===== src/rtl/imm_decode_ctrl_pkg.sv =====
// Shared types and constants for the decode-stage controller: opcodes,
// immediate-format selects, the decoded-control bundle and the buffered entry.
package imm_decode_ctrl_pkg;

  localparam int unsigned XLEN  = 32;
  localparam int unsigned OPC_W = 7;
  localparam int unsigned IMM_W = 12;

  localparam logic [OPC_W-1:0] OP_LOAD  = 7'b0000011;
  localparam logic [OPC_W-1:0] OP_STORE = 7'b0100011;
  localparam logic [OPC_W-1:0] OP_RTYPE = 7'b0110011;
  localparam logic [OPC_W-1:0] OP_IALU  = 7'b0010011;

  localparam logic IMM_I = 1'b0;
  localparam logic IMM_S = 1'b1;

  typedef struct packed {
    logic imm_src;
    logic reg_write;
    logic mem_write;
    logic alu_src;
    logic result_src;
    logic illegal;
  } ctrl_t;

  // One buffered instruction with everything decoded on entry
  typedef struct packed {
    logic [XLEN-1:0] instr;
    logic [XLEN-1:0] imm;
    ctrl_t           ctrl;
  } entry_t;

  // Immediate extender: picks the I- or S-format field and sign-extends it
  function automatic logic [XLEN-1:0] imm_extend(input logic [IMM_W-1:0] i_field,
                                                 input logic [IMM_W-1:0] s_field,
                                                 input logic             imm_src);
    logic [IMM_W-1:0] field;
    field = (imm_src == IMM_S) ? s_field : i_field;
    return {{(XLEN-IMM_W){field[IMM_W-1]}}, field};
  endfunction

endpackage


===== src/rtl/imm_main_decoder.sv =====
// Main decoder: maps an RV32 opcode to the decoded-control bundle.
module imm_main_decoder
  import imm_decode_ctrl_pkg::*;
(
  input  logic [OPC_W-1:0] opcode_i,
  output ctrl_t            ctrl_o
);

  always_comb begin
    ctrl_o         = '0;
    ctrl_o.imm_src = IMM_I;
    case (opcode_i)
      OP_LOAD: begin
        ctrl_o.reg_write  = 1'b1;
        ctrl_o.alu_src    = 1'b1;
        ctrl_o.result_src = 1'b1;
      end
      OP_STORE: begin
        ctrl_o.mem_write = 1'b1;
        ctrl_o.alu_src   = 1'b1;
        ctrl_o.imm_src   = IMM_S;
      end
      OP_RTYPE: begin
        ctrl_o.reg_write = 1'b1;
      end
      OP_IALU: begin
        ctrl_o.reg_write = 1'b1;
        ctrl_o.alu_src   = 1'b1;
      end
      default: begin
        ctrl_o.illegal = 1'b1;
      end
    endcase
  end

endmodule


===== src/rtl/imm_decode_ctrl.sv =====
// Registered decode stage: decodes on entry, then presents results from an
// output register backed by a skid entry so back-pressure never drops work.
module imm_decode_ctrl
  import imm_decode_ctrl_pkg::*;
#(
  parameter int unsigned CNT_W = 8
) (
  input  logic             clk,
  input  logic             rst,
  input  logic             flush,
  input  logic [XLEN-1:0]  instr_in,
  input  logic             valid_in,
  output logic             ready_out,
  output logic             valid_out,
  input  logic             ready_in,
  output logic [XLEN-1:0]  instr_out,
  output logic             imm_src,
  output logic [XLEN-1:0]  imm_ext,
  output logic             reg_write,
  output logic             mem_write,
  output logic             alu_src,
  output logic             result_src,
  output logic             illegal,
  output logic [CNT_W-1:0] illegal_cnt
);

  localparam logic [CNT_W-1:0] CNT_MAX = {CNT_W{1'b1}};

  entry_t           head_q, head_d;
  entry_t           skid_q, skid_d;
  logic             head_v_q, head_v_d;
  logic             skid_v_q, skid_v_d;
  logic [CNT_W-1:0] cnt_q, cnt_d;

  ctrl_t  in_ctrl;
  entry_t in_entry;
  logic   in_xfer;
  logic   out_xfer;

  imm_main_decoder u_main_decoder (
    .opcode_i (instr_in[OPC_W-1:0]),
    .ctrl_o   (in_ctrl)
  );

  always_comb begin
    in_entry.instr = instr_in;
    in_entry.ctrl  = in_ctrl;
    in_entry.imm   = imm_extend(instr_in[31:20],
                                {instr_in[31:25], instr_in[11:7]},
                                in_ctrl.imm_src);
  end

  // ready_out is the registered inverse of skid occupancy, never a path from ready_in
  assign in_xfer  = valid_in && !skid_v_q;
  assign out_xfer = head_v_q && ready_in;

  always_comb begin
    head_d   = head_q;
    head_v_d = head_v_q;
    skid_d   = skid_q;
    skid_v_d = skid_v_q;
    cnt_d    = cnt_q;
    if (flush) begin
      head_v_d = 1'b0;
      skid_v_d = 1'b0;
    end else begin
      if (in_xfer && in_entry.ctrl.illegal && (cnt_q != CNT_MAX)) begin
        cnt_d = cnt_q + CNT_W'(1);
      end
      if (out_xfer || !head_v_q) begin
        // Head is free this edge: refill from skid first to keep order
        if (skid_v_q) begin
          head_d   = skid_q;
          head_v_d = 1'b1;
          skid_v_d = 1'b0;
        end else if (in_xfer) begin
          head_d   = in_entry;
          head_v_d = 1'b1;
        end else begin
          head_v_d = 1'b0;
        end
      end else if (in_xfer) begin
        skid_d   = in_entry;
        skid_v_d = 1'b1;
      end
    end
  end

  always_ff @(posedge clk) begin
    if (!rst) begin
      head_q   <= '0;
      skid_q   <= '0;
      head_v_q <= 1'b0;
      skid_v_q <= 1'b0;
      cnt_q    <= '0;
    end else begin
      head_q   <= head_d;
      skid_q   <= skid_d;
      head_v_q <= head_v_d;
      skid_v_q <= skid_v_d;
      cnt_q    <= cnt_d;
    end
  end

  assign ready_out   = !skid_v_q;
  assign valid_out   = head_v_q;
  assign instr_out   = head_q.instr;
  assign imm_ext     = head_q.imm;
  assign imm_src     = head_q.ctrl.imm_src;
  assign reg_write   = head_q.ctrl.reg_write;
  assign mem_write   = head_q.ctrl.mem_write;
  assign alu_src     = head_q.ctrl.alu_src;
  assign result_src  = head_q.ctrl.result_src;
  assign illegal     = head_q.ctrl.illegal;
  assign illegal_cnt = cnt_q;

endmodule


===== config.mk =====
export PLATFORM = sky130hd
export DESIGN_NAME = imm_decode_ctrl
export DESIGN_NICKNAME = d
export VERILOG_FILES = /design/src/rtl/imm_decode_ctrl_pkg.sv /design/src/rtl/imm_main_decoder.sv /design/src/rtl/imm_decode_ctrl.sv
export SDC_FILE = /design/constraint.sdc
export NUM_CORES = 1
export LEC_CHECK = 0
export BUFFER_PORTS_ARGS = -buffer_cell sky130_fd_sc_hd__buf_2
export CAP_MARGIN = 20
export CORE_MARGIN = 2
export CORE_UTILIZATION = 45
export DETAILED_ROUTE_END_ITERATION = 10
export PLACE_DENSITY = 0.82
export REMOVE_ABC_BUFFERS = 1
export SLEW_MARGIN = 30
export SYNTH_ARGS = -nofsm -noshare
export SYNTH_HDL_FRONTEND = slang
export SYNTH_SLANG_ARGS = --single-unit

===== constraint.sdc =====
create_clock -name clk -period 1.8 [get_ports clk]
set_clock_uncertainty 0.1 [all_clocks]
set_input_delay 0.18 -clock clk [delete_from_list [all_inputs] [get_ports clk]]
set_output_delay 0.18 -clock clk [all_outputs]
set_load 0.005 [all_outputs]

==> run_results.csv, run 1 <==
group,metric,value,unit
status,status,"finished clean",
floorplan,initial_utilization,0.469,
placement,port-buffer-count,116,
sta,final-max-slew-violation-count,0,
floorplan,die-area,9960,um^2
sta,post-route-period-util,0.942,
layout,postLayoutCoreUtil,0.577,
pwr,power_density,806,nW/um^2
critical_path,rr_worst_depth,4,
yosys,postSynthRegisterBits,94,
detailed_routing,drt_first_pass_iters,5,
critical_path,worst_setup_path_start_kind,"flop",
clocking,postCtsSetupRepairBufs,0,
sta,min_period,1.70,ns
placement,pre_cts_ws,0.0498,ns
clocking,cts.path.max_buffers,2,
floorplan,die_height,99.8,um
global_route,antenna_found_initial,0,
clocking,cts_htree_levels,3,
worst_hold_path,hold_path.startpoint,"instr_in[1]",
sta,layout_setup_ws,0.104,ns
clocking,tritoncts_clock_tree,"built",
global_route,track_usage,0.196,
clocking,root_buffer,"clkbuf_8",
placement,final_hpwl_dp,6540,um
layout,area_growth_syn_to_layout,23.1,%
yosys,mappedNetlistArea,4130,um^2
detailed_routing,wl,9910,um
sta,max_slew.worst_pin.slew,0.532,ns
sta,setup_repair_after_global_routing_missed_its_margin,"no",
sta,report.final.hold_viol_count,0,
pwr,total_leakage_power,0.00202,uW
critical_path,crit_path_capture_type,"flop",
floorplan,die_x,99.8,um
layout,num_antenna_cells,0,
pwr,ir_worst_vdd,0.392,mV
critical_path,crit_required,1.98,ns
critical_path,capture_point_of_the_worst_reg_to_reg_path,"illegal_cnt[4]",
floorplan,placementRows,34,
global_route,grt_start_max_net_pins,49,
job,max_cap_violations,0,
detailed_routing,viasPerCell,5.31,
sta,slew_headroom,0.645,
critical_path,timing.rr.start,"skid_v_q",
clocking,clock_sink_count,94,
detailed_routing,dr_iter_0_viols,121,
detailed_routing,vias,3658,
yosys,synth.lib_cells_used.distinct,42,
layout,finalNetCount,614,
yosys,yosys_warnings,0,
global_route,grt-ovfl-total,0,
clocking,clk-insertion-delay-late,0.34,ns
clocking,tritoncts.num_buffers,9,
detailed_routing,post-route-drc-count,0,
yosys,synth.yosys.seq_area_share,0.456,
worst_hold_path,min_delay_path_class,"in2reg",
yosys,synthesis.instances,469,
yosys,syn_avg_cell_area,8.80,um^2
critical_path,critPathKind,"reg2reg",
critical_path,worstPathArrival,1.87,ns
detailed_routing,ant_nets,0,
global_route,grt_first_pass_wirelength,16000,um
sta,achievable-frequency,590,MHz
worst_hold_path,worst_hold_path.num_cells,3,
critical_path,cp_max_fo,8,
placement,place_congestion,0.777,
floorplan,num_io_pins,117,
layout,layout-drive-gt1-share,0.272,
global_route,grt_pass1_vias,3418,
clocking,worst_setup_hold_path_clk_slew,0.09,ns
floorplan,core_region_area,8810,um^2
detailed_routing,wl_per_cell,14.4,um
critical_path,regToRegSetupSlack,0.10,ns
worst_hold_path,hold_end,"skid_q[39]",
sta,timing.final.setup_violations,0,
[cells in the final DEF (no fill, tap or decap), drive strengths merged, types with 11 or more instances in the layout]
cell and n:
a211oi 32, a21oi 48, buf 134, clkbuf 11, dfxtp 94, dlygate4sd3 27, mux2i 37, nand2 83
nor2 36, o21ai 11
[through the flow]
stage	cells	hold WS (ns)	instance area (um^2)	setup TNS [ns]	power, uW
4_1_cts	689	0.00412	5080	0	4130
2_1_floorplan	404	0.213	3710	-181.51	2440
5_1_grt	689	0.0104	5080	0	4280
6_report	689	0.0132	5080	0	4100
3_5_place_dp	646	0.340	4610	0	2690
3_3_place_gp	646	0.331	4610	0	2670
[cell usage after synthesis]
| library cell | number | share of area |
|---|---|---|
| o2111ai_1 | 1 | 0.0021 |
| buf_1 | 2 | 0.0018 |
| o211a_1 | 1 | 0.0024 |
| o41ai_1 | 1 | 0.0021 |
| inv_1 | 2 | 0.0018 |
| bufbuf_8 | 1 | 0.0045 |
| or4_4 | 1 | 0.0027 |
| o31ai_1 | 5 | 0.0091 |
| a31oi_1 | 3 | 0.0045 |
| or4_1 | 5 | 0.0091 |
| mux2i_1 | 37 | 0.090 |
| nor3b_4 | 1 | 0.0045 |
| o221ai_1 | 5 | 0.011 |
| a31oi_4 | 1 | 0.0052 |
| and2_1 | 1 | 0.0015 |
| nand3b_1 | 1 | 0.0018 |
| o21ai_1 | 3 | 0.0036 |
| a211o_1 | 2 | 0.0042 |
| nor3_1 | 4 | 0.0049 |
| clkbuf_1 | 20 | 0.018 |
| buf_2 | 9 | 0.011 |
| o211ai_1 | 2 | 0.0036 |
| dfxtp_1 | 94 | 0.46 |
| clkbuf_8 | 1 | 0.0033 |
| nand3_1 | 6 | 0.0073 |
| nor3b_1 | 1 | 0.0018 |
| a211oi_1 | 32 | 0.058 |
| nor2b_1 | 2 | 0.0030 |
| o21bai_1 | 1 | 0.0018 |
| o21ai_0 | 8 | 0.0097 |
| a21oi_1 | 48 | 0.058 |
| and4bb_4 | 1 | 0.0039 |
| nor2_1 | 36 | 0.033 |
| nand2b_1 | 3 | 0.0045 |
| nor3_2 | 1 | 0.0024 |
| buf_8 | 2 | 0.0073 |
| buf_6 | 1 | 0.0027 |
| or3_1 | 5 | 0.0076 |
| nand4_1 | 6 | 0.0091 |
| ha_1 | 1 | 0.0030 |
| nand2_1 | 83 | 0.075 |
| buf_4 | 29 | 0.053 |
[worst max path at each step]
stage,slack [ns],startpoint,to
after global placement,0.1,instr_in[2],illegal_cnt[0]
after global routing,0.03,valid_out,skid_q[1]
final,0.10,skid_v_q,illegal_cnt[4]
after detailed placement,0.05,instr_in[2],illegal_cnt[0]
after floorplan,-3.49,skid_v_q,imm_ext[0]
after CTS,0.08,skid_v_q,illegal_cnt[0]
[worst max-delay path: stages (launching register included)]
cell and delay [ns]:
dfxtp_2 0.36, nor3b_4 0.29, o31ai_2 0.18, or4_1 0.54, a21oi_1 0.15
[state kept, by name, indices dropped and copies added, names as in the netlist]
signal and flops:
valid_out 1, illegal 1, alu_src 1, imm_ext 6, illegal_cnt 8, result_src 1, imm_src 1, skid_q 42
reg_write 1, instr_out 31, skid_v_q 1
[layout make-up]
class | instances | area [um^2]
fillers | 798 | 3720
multi-input cells | 308 | 1830
well taps | 108 | 135
inverters | 2 | 7.51
clock buffers | 11 | 141
repair buffers | 161 | 1020
clock inverters | 5 | 58.8
flip-flops and latches | 94 | 1880
[repair_timing]
item                                   4_1_cts  5_1_grt
hold buffers                                27        0
resized for setup                            0        1
endpoints found under the hold margin       27        0
setup endpoints to repair                    0        4
[cells by family after synthesis]
| kind of cell | Yosys count | share of synthesized area |
|---|---|---|
| adders and majority gates | 1 | 0.00303 |
| DFF | 94 | 0.456 |
| AOI/OAI and AO/OA | 113 | 0.176 |
| muxes | 37 | 0.0897 |
| buffers and inverters | 67 | 0.103 |
| and+or+nand+nor | 157 | 0.172 |
[metal layers]
metal  track usage  up-vias  wire, um
met5             0        -         0
met4        0.0611        0        82
met3        0.0292        8       414
met2         0.348       98      4990
met1         0.245     1711      4420
li1              -     1841         -
[report_power, final]
part | leakage [uW] | switching (uW) | total [uW] | internal [uW]
Clock | 0.0000955 | 733 | 1420 | 682
Combinational | 0.00115 | 247 | 485 | 238
Sequential | 0.000766 | 45.2 | 2200 | 2150
Total | 0.00202 | 1030 | 4100 | 3070
(Power assumes the default switching activity.)
==> inputs of run 2 (changes only) <==
ABC_AREA = 1   (was not set)
CORE_ASPECT_RATIO = 0.5   (was not set)
PLACE_DENSITY = 0.81   (was 0.82)
SLEW_MARGIN = not set   (was 30)
==> run_results.csv, run 2 <==
group,metric,value,unit
status,status,"finished clean",
detailed_routing,vias,3925,
critical_path,crit_required,1.52,ns
sta,max_slew.worst_pin.slew,0.525,ns
detailed_routing,wl,9920,um
critical_path,critPathKind,"reg2out",
global_route,grt-ovfl-total,0,
sta,post-route-period-util,0.946,
floorplan,die_height,72.2,um
critical_path,capture_point_of_the_worst_reg_to_reg_path,"illegal_cnt[7]",
floorplan,initial_utilization,0.472,
yosys,synth.lib_cells_used.distinct,26,
sta,report.final.hold_viol_count,0,
layout,n_fill_cell,773,
yosys,ys_dominant_reg_cell,"dfxtp_1",
clocking,clk-insertion-delay-late,0.34,ns
floorplan,die-area,10100,um^2
floorplan,placementRows,24,
critical_path,rr_worst_depth,8,
detailed_routing,post-route-drc-count,0,
critical_path,worstPathArrival,1.42,ns
detailed_routing,wl_per_cell,12.9,um
sta,final-max-slew-violation-count,0,
placement,numPlacedInstances,741,
layout,largest_register_ffs,42,
global_route,grt_first_pass_wirelength,16100,um
layout,layoutNonFillerInstCount,771,
yosys,largest_cells_by_area_after_synthesis,"dfxtp_1 45%, nand2_1 10%, o21ai_0 7.8%, a21oi_1 6.5%, buf_4 5.4%",
yosys,synthesis.instances,561,
placement,place_congestion,0.838,
layout,area_growth_syn_to_layout,20.4,%
critical_path,timing.rr.start,"illegal_cnt[0]",
placement,pre_cts_ws,0.163,ns
detailed_routing,dr_iter_0_viols,269,
sta,slew_headroom,0.650,
layout,registers.top_by_ff_count,"skid_q",
detailed_routing,drt_first_pass_iters,5,
critical_path,worst_setup_path_start_kind,"flop",
yosys,mappedNetlistArea,4180,um^2
clocking,cts.path.max_buffers,2,
yosys,synthMostInstantiatedCell,"nand2_1",
yosys,syn_avg_cell_area,7.45,um^2
global_route,grt_pass1_vias,3517,
critical_path,cp_max_fo,40,
sta,achievable-frequency,587,MHz
detailed_routing,ant_nets,0,
yosys,synth.yosys.seq_area_share,0.450,
pwr,total_leakage_power,0.00243,uW
clocking,cts_htree_levels,3,
worst_hold_path,min_delay_path_class,"in2reg",
clocking,tritoncts_clock_tree,"built",
global_route,grt_start_max_net_pins,66,
floorplan,num_io_pins,117,
layout,num_antenna_cells,0,
yosys,netlist.area_leader.share,0.450,
placement,final_hpwl_dp,6400,um
critical_path,worstSetupEndpoint,"ready_out",
yosys,synth-edff-count,0,
job,max_cap_violations,0,
sta,timing.final.setup_violations,0,
placement,port-buffer-count,116,
yosys,postSynthRegisterBits,94,
sta,layout_setup_ws,0.0977,ns
floorplan,die_x,140,um
critical_path,setup.worst_path.start,"skid_v_q",
clocking,clock_sink_count,94,
yosys,yosysTopAreaCell,"dfxtp_1",
clocking,root_buffer,"clkbuf_16",
pwr,ir_worst_vdd,0.440,mV
yosys,yosys_warnings,0,
clocking,worst_setup_hold_path_clk_slew,0.06,ns
clocking,tritoncts.num_buffers,9,
detailed_routing,viasPerCell,5.09,
layout,layout.cells.most_common_list,"116 x buf_2, 111 x nand2_1, 93 x dfxtp_1",
layout,finalNetCount,687,
critical_path,crit_path_capture_type,"output port",
layout,multi_input_comb_area,1720,um^2
yosys,async_flop_share,0,
sta,min_period,1.70,ns
global_route,track_usage,0.197,
floorplan,core_region_area,8860,um^2
pwr,power_density,889,nW/um^2
global_route,antenna_found_initial,0,
yosys,ys_top_cells_by_count,"111 x nand2_1, 94 x dfxtp_1, 65 x o21ai_0",
layout,area_used_by_sequential_logic_in_the_layout,1880,um^2
layout,layout-drive-gt1-share,0.232,
layout,layout_commonest_cell,"buf_2",
critical_path,regToRegSetupSlack,0.15,ns
==> run 2: worst min-delay path by stage <==
stage,start,end,slack [ns],cells past startpoint
CTS,instr_in[10],skid_q[48],0.001,3
floorplan,rst,illegal_cnt[5],0.20,2
global route,instr_in[23],instr_out[23],0.008,3
global placement,instr_in[13],skid_q[51],0.33,3
detailed placement,instr_in[15],skid_q[53],0.33,3
finish,instr_in[26],skid_q[64],0.009,3
==> run 2: cells by family (layout without fill, tap and decap cells) <==
kind of cell,after synthesis,in the layout,share of synthesized area
flip-flops,94,94,0.450
adder cells (fa/ha/maj),1,1,0.00299
AO/OA/AOI/OAI,173,173,0.218
buffers and inverters,107,200,0.138
AND/OR/NAND/NOR,184,184,0.187
XOR/XNOR,2,2,0.00419
==> run 2: final cells by class <==
cell class                 instances  share of cell area
tap                              117              0.0291
sequential                        94               0.374
multi-input combinational        360               0.343
timing repair buffer             139               0.166
clock buffer                      12              0.0490
inverter                          45              0.0336
clock inverter                     4             0.00621
==> run 2: critical path, cell delays in order (launching register included) <==
cell and delay [ns]:
dfxtp_2 0.36, clkinv_1 0.10, buf_4 0.40, buf_2 0.20
==> run 2: report_power, final <==
| part | leakage, uW | total [uW] | internal (uW) | switching (uW) |
|---|---|---|---|---|
| Clock | 0.000125 | 1780 | 980 | 803 |
| Combinational | 0.00154 | 473 | 215 | 259 |
| Sequential | 0.000767 | 2220 | 2160 | 51.7 |
==> run 2: stage by stage <==
step / hold WS [ns] / TNS [ns] / util / area [um^2] / power (uW)
floorplan: 0.200 / -63.95 / - / 3770 / 2460
global placement: 0.331 / 0 / 0.521 / 4620 / 2700
detailed placement: 0.333 / 0 / 0.521 / 4620 / 2710
CTS: 0.00133 / 0 / 0.566 / 5020 / 4490
global route: 0.00761 / -0.0285 / 0.568 / 5030 / 4650
finish: 0.00853 / 0 / 0.568 / 5030 / 4470
==> run 2: routing by layer <==
metal | up-vias | global-route usage | share of wire
met2 | 114 | 0.343 | 0.49
met1 | 1780 | 0.233 | 0.44
li1 | 2014 | - | -
met4 | 0 | 0.0774 | 0.017
met5 | - | 0 | 0
met3 | 17 | 0.0601 | 0.058
==> run 2: repair_timing <==
action / CTS / global route
gates resized for setup: 0 / 1
setup buffers: 0 / 2
hold endpoints to repair: 12 / 0
hold buffers: 12 / 0
setup endpoints to repair: 0 / 6
==> inputs of run 3 (changes only) <==
ABC_AREA = not set   (was 1)
PLACE_DENSITY = 0.82   (was 0.81)
==> run_results.csv, run 3 (synthesis gave the netlist of run 1 again) <==
group,metric,value,unit
status,status,"finished clean",
sta,final-max-slew-violation-count,0,
critical_path,worst_setup_path_start_kind,"flop",
global_route,grt_pass1_vias,3346,
layout,largest_register_ffs,42,
global_route,grt_start_max_net_pins,49,
clocking,tritoncts_clock_tree,"built",
detailed_routing,post-route-drc-count,0,
sta,setup_repair_after_global_routing_missed_its_margin,"no",
pwr,switching_share,0.236,
sta,report.final.hold_viol_count,0,
placement,place_congestion,0.802,
clocking,root_buffer,"clkbuf_16",
sta,timing.final.setup_violations,0,
floorplan,die_x,139,um
clocking,clk-insertion-delay-late,0.34,ns
pwr,share_clk_of_total_power,0.387,
layout,num_antenna_cells,0,
placement,placed_area,4640,um^2
layout,post-route-cell-area,5100,um^2
pwr,power_density,857,nW/um^2
floorplan,placementRows,24,
floorplan,initial_utilization,0.469,
clocking,clock_sink_count,94,
clocking,cts_htree_levels,3,
global_route,grt-ovfl-total,0,
placement,final_hpwl_dp,6240,um
placement,port-buffer-count,116,
pwr,total_switching_power,1030,uW
layout,layout-drive-gt1-share,0.267,
pwr,intPower,3340,uW
critical_path,crit_required,1.92,ns
floorplan,core_region_area,8800,um^2
sta,slew_headroom,0.659,
layout,layout.cells.most_common_list,"116 x buf_2, 93 x dfxtp_1, 83 x nand2_1",
detailed_routing,drt_first_pass_iters,4,
detailed_routing,wl,9830,um
clocking,postCtsSetupRepairBufs,0,
detailed_routing,dr_iter_0_viols,228,
sta,layout_setup_ws,0.0784,ns
global_route,track_usage,0.193,
sta,max_slew.worst_pin.slew,0.511,ns
sta,post-route-period-util,0.956,
detailed_routing,ant_nets,0,
sta,achievable-frequency,581,MHz
global_route,grt_first_pass_wirelength,15600,um
layout,finalNetCount,607,
detailed_routing,vias,3639,
critical_path,cp_max_fo,37,
floorplan,num_io_pins,117,
clocking,cts_repair_resize_count,0,
pwr,p_comb_frac,0.109,
layout,layout_commonest_cell,"buf_2",
clocking,tritoncts.num_buffers,9,
clocking,worst_setup_hold_path_clk_slew,0.06,ns
critical_path,worstPathArrival,1.84,ns
layout,registers.top_by_ff_count,"skid_q",
global_route,antenna_found_initial,0,
placement,pre_cts_ws,0.108,ns
job,max_cap_violations,0,
pwr,seq_power_share,0.504,
layout,area_growth_syn_to_layout,23.5,%
detailed_routing,viasPerCell,5.28,
critical_path,critPathKind,"reg2reg",
floorplan,die_height,71.7,um
pwr,total_leakage_power,0.00203,uW
critical_path,crit_path_capture_type,"flop",
detailed_routing,wl_per_cell,14.3,um
floorplan,die-area,10000,um^2
clocking,cts.path.max_buffers,2,
pwr,ir_worst_vdd,0.509,mV
pwr,fin_total_pwr,4370,uW
sta,min_period,1.72,ns
worst_hold_path,min_delay_path_class,"in2reg",
## run 3: changes by cell type in the layout (fill, tap and decap cells not counted), sizes merged, moves of 10 or more
cell / change
a211oi: +32
a31oi: -28
inv: -42
mux2i: +37
nand2: -28
nand3: -14
nor2: -10
o21ai: -74
## run 3: cell type report
type,count,area [um^2]
Fill cell,743,3700
Sequential cell,94,1880
Multi-Input combinational cell,308,1830
Timing Repair Buffer,154,978
Clock buffer,12,246
Tap cell,117,146
Clock inverter,2,10.0
Inverter,2,7.51
## run 3: final timing paths
kind,from,to,slack [ns],cells past startpoint
max,valid_out,instr_out[26],0.08,6
min reg2reg,illegal,illegal,0.34,2
min,instr_in[18],skid_q[56],0.01,3
max reg2reg,valid_out,instr_out[26],0.08,6
## run 3: power groups by stage
stage	Clock (uW)	Combinational, uW	Sequential, uW
after detailed placement	0	437	2240
after global placement	0	427	2240
after global routing	1790	521	2210
after CTS	1720	474	2200
after floorplan	0	177	2260
final	1690	476	2200
## run 3: through the flow
stage	std cells	TNS, ns	utilization	hold WS, ns
2_1_floorplan	404	-181.51	-	0.213
6_report	689	0	0.579	0.0103
4_1_cts	689	0	0.579	0.000167
3_3_place_gp	655	0	0.527	0.333
3_5_place_dp	655	0	0.527	0.338
5_1_grt	689	0	0.579	0.0168
## run 3: repair_timing
item,4_1_cts,5_1_grt
setup endpoints to repair,0,0
endpoints found under the hold margin,20,0
hold buffers,20,0
## run 3: routing by layer
layer	GRT usage	share of wire
met2	0.335	0.51
met4	0.0842	0.027
met1	0.232	0.44
met5	0	0
met3	0.0475	0.029
## run 3: worst max-delay path, cell delays in order (launching register included)
cell and delay [ns]:
dfxtp_1 0.32, nor2b_1 0.17, nor3_4 0.20, buf_12 0.22, buf_12 0.20, nor2_1 0.08, a211oi_1 0.31
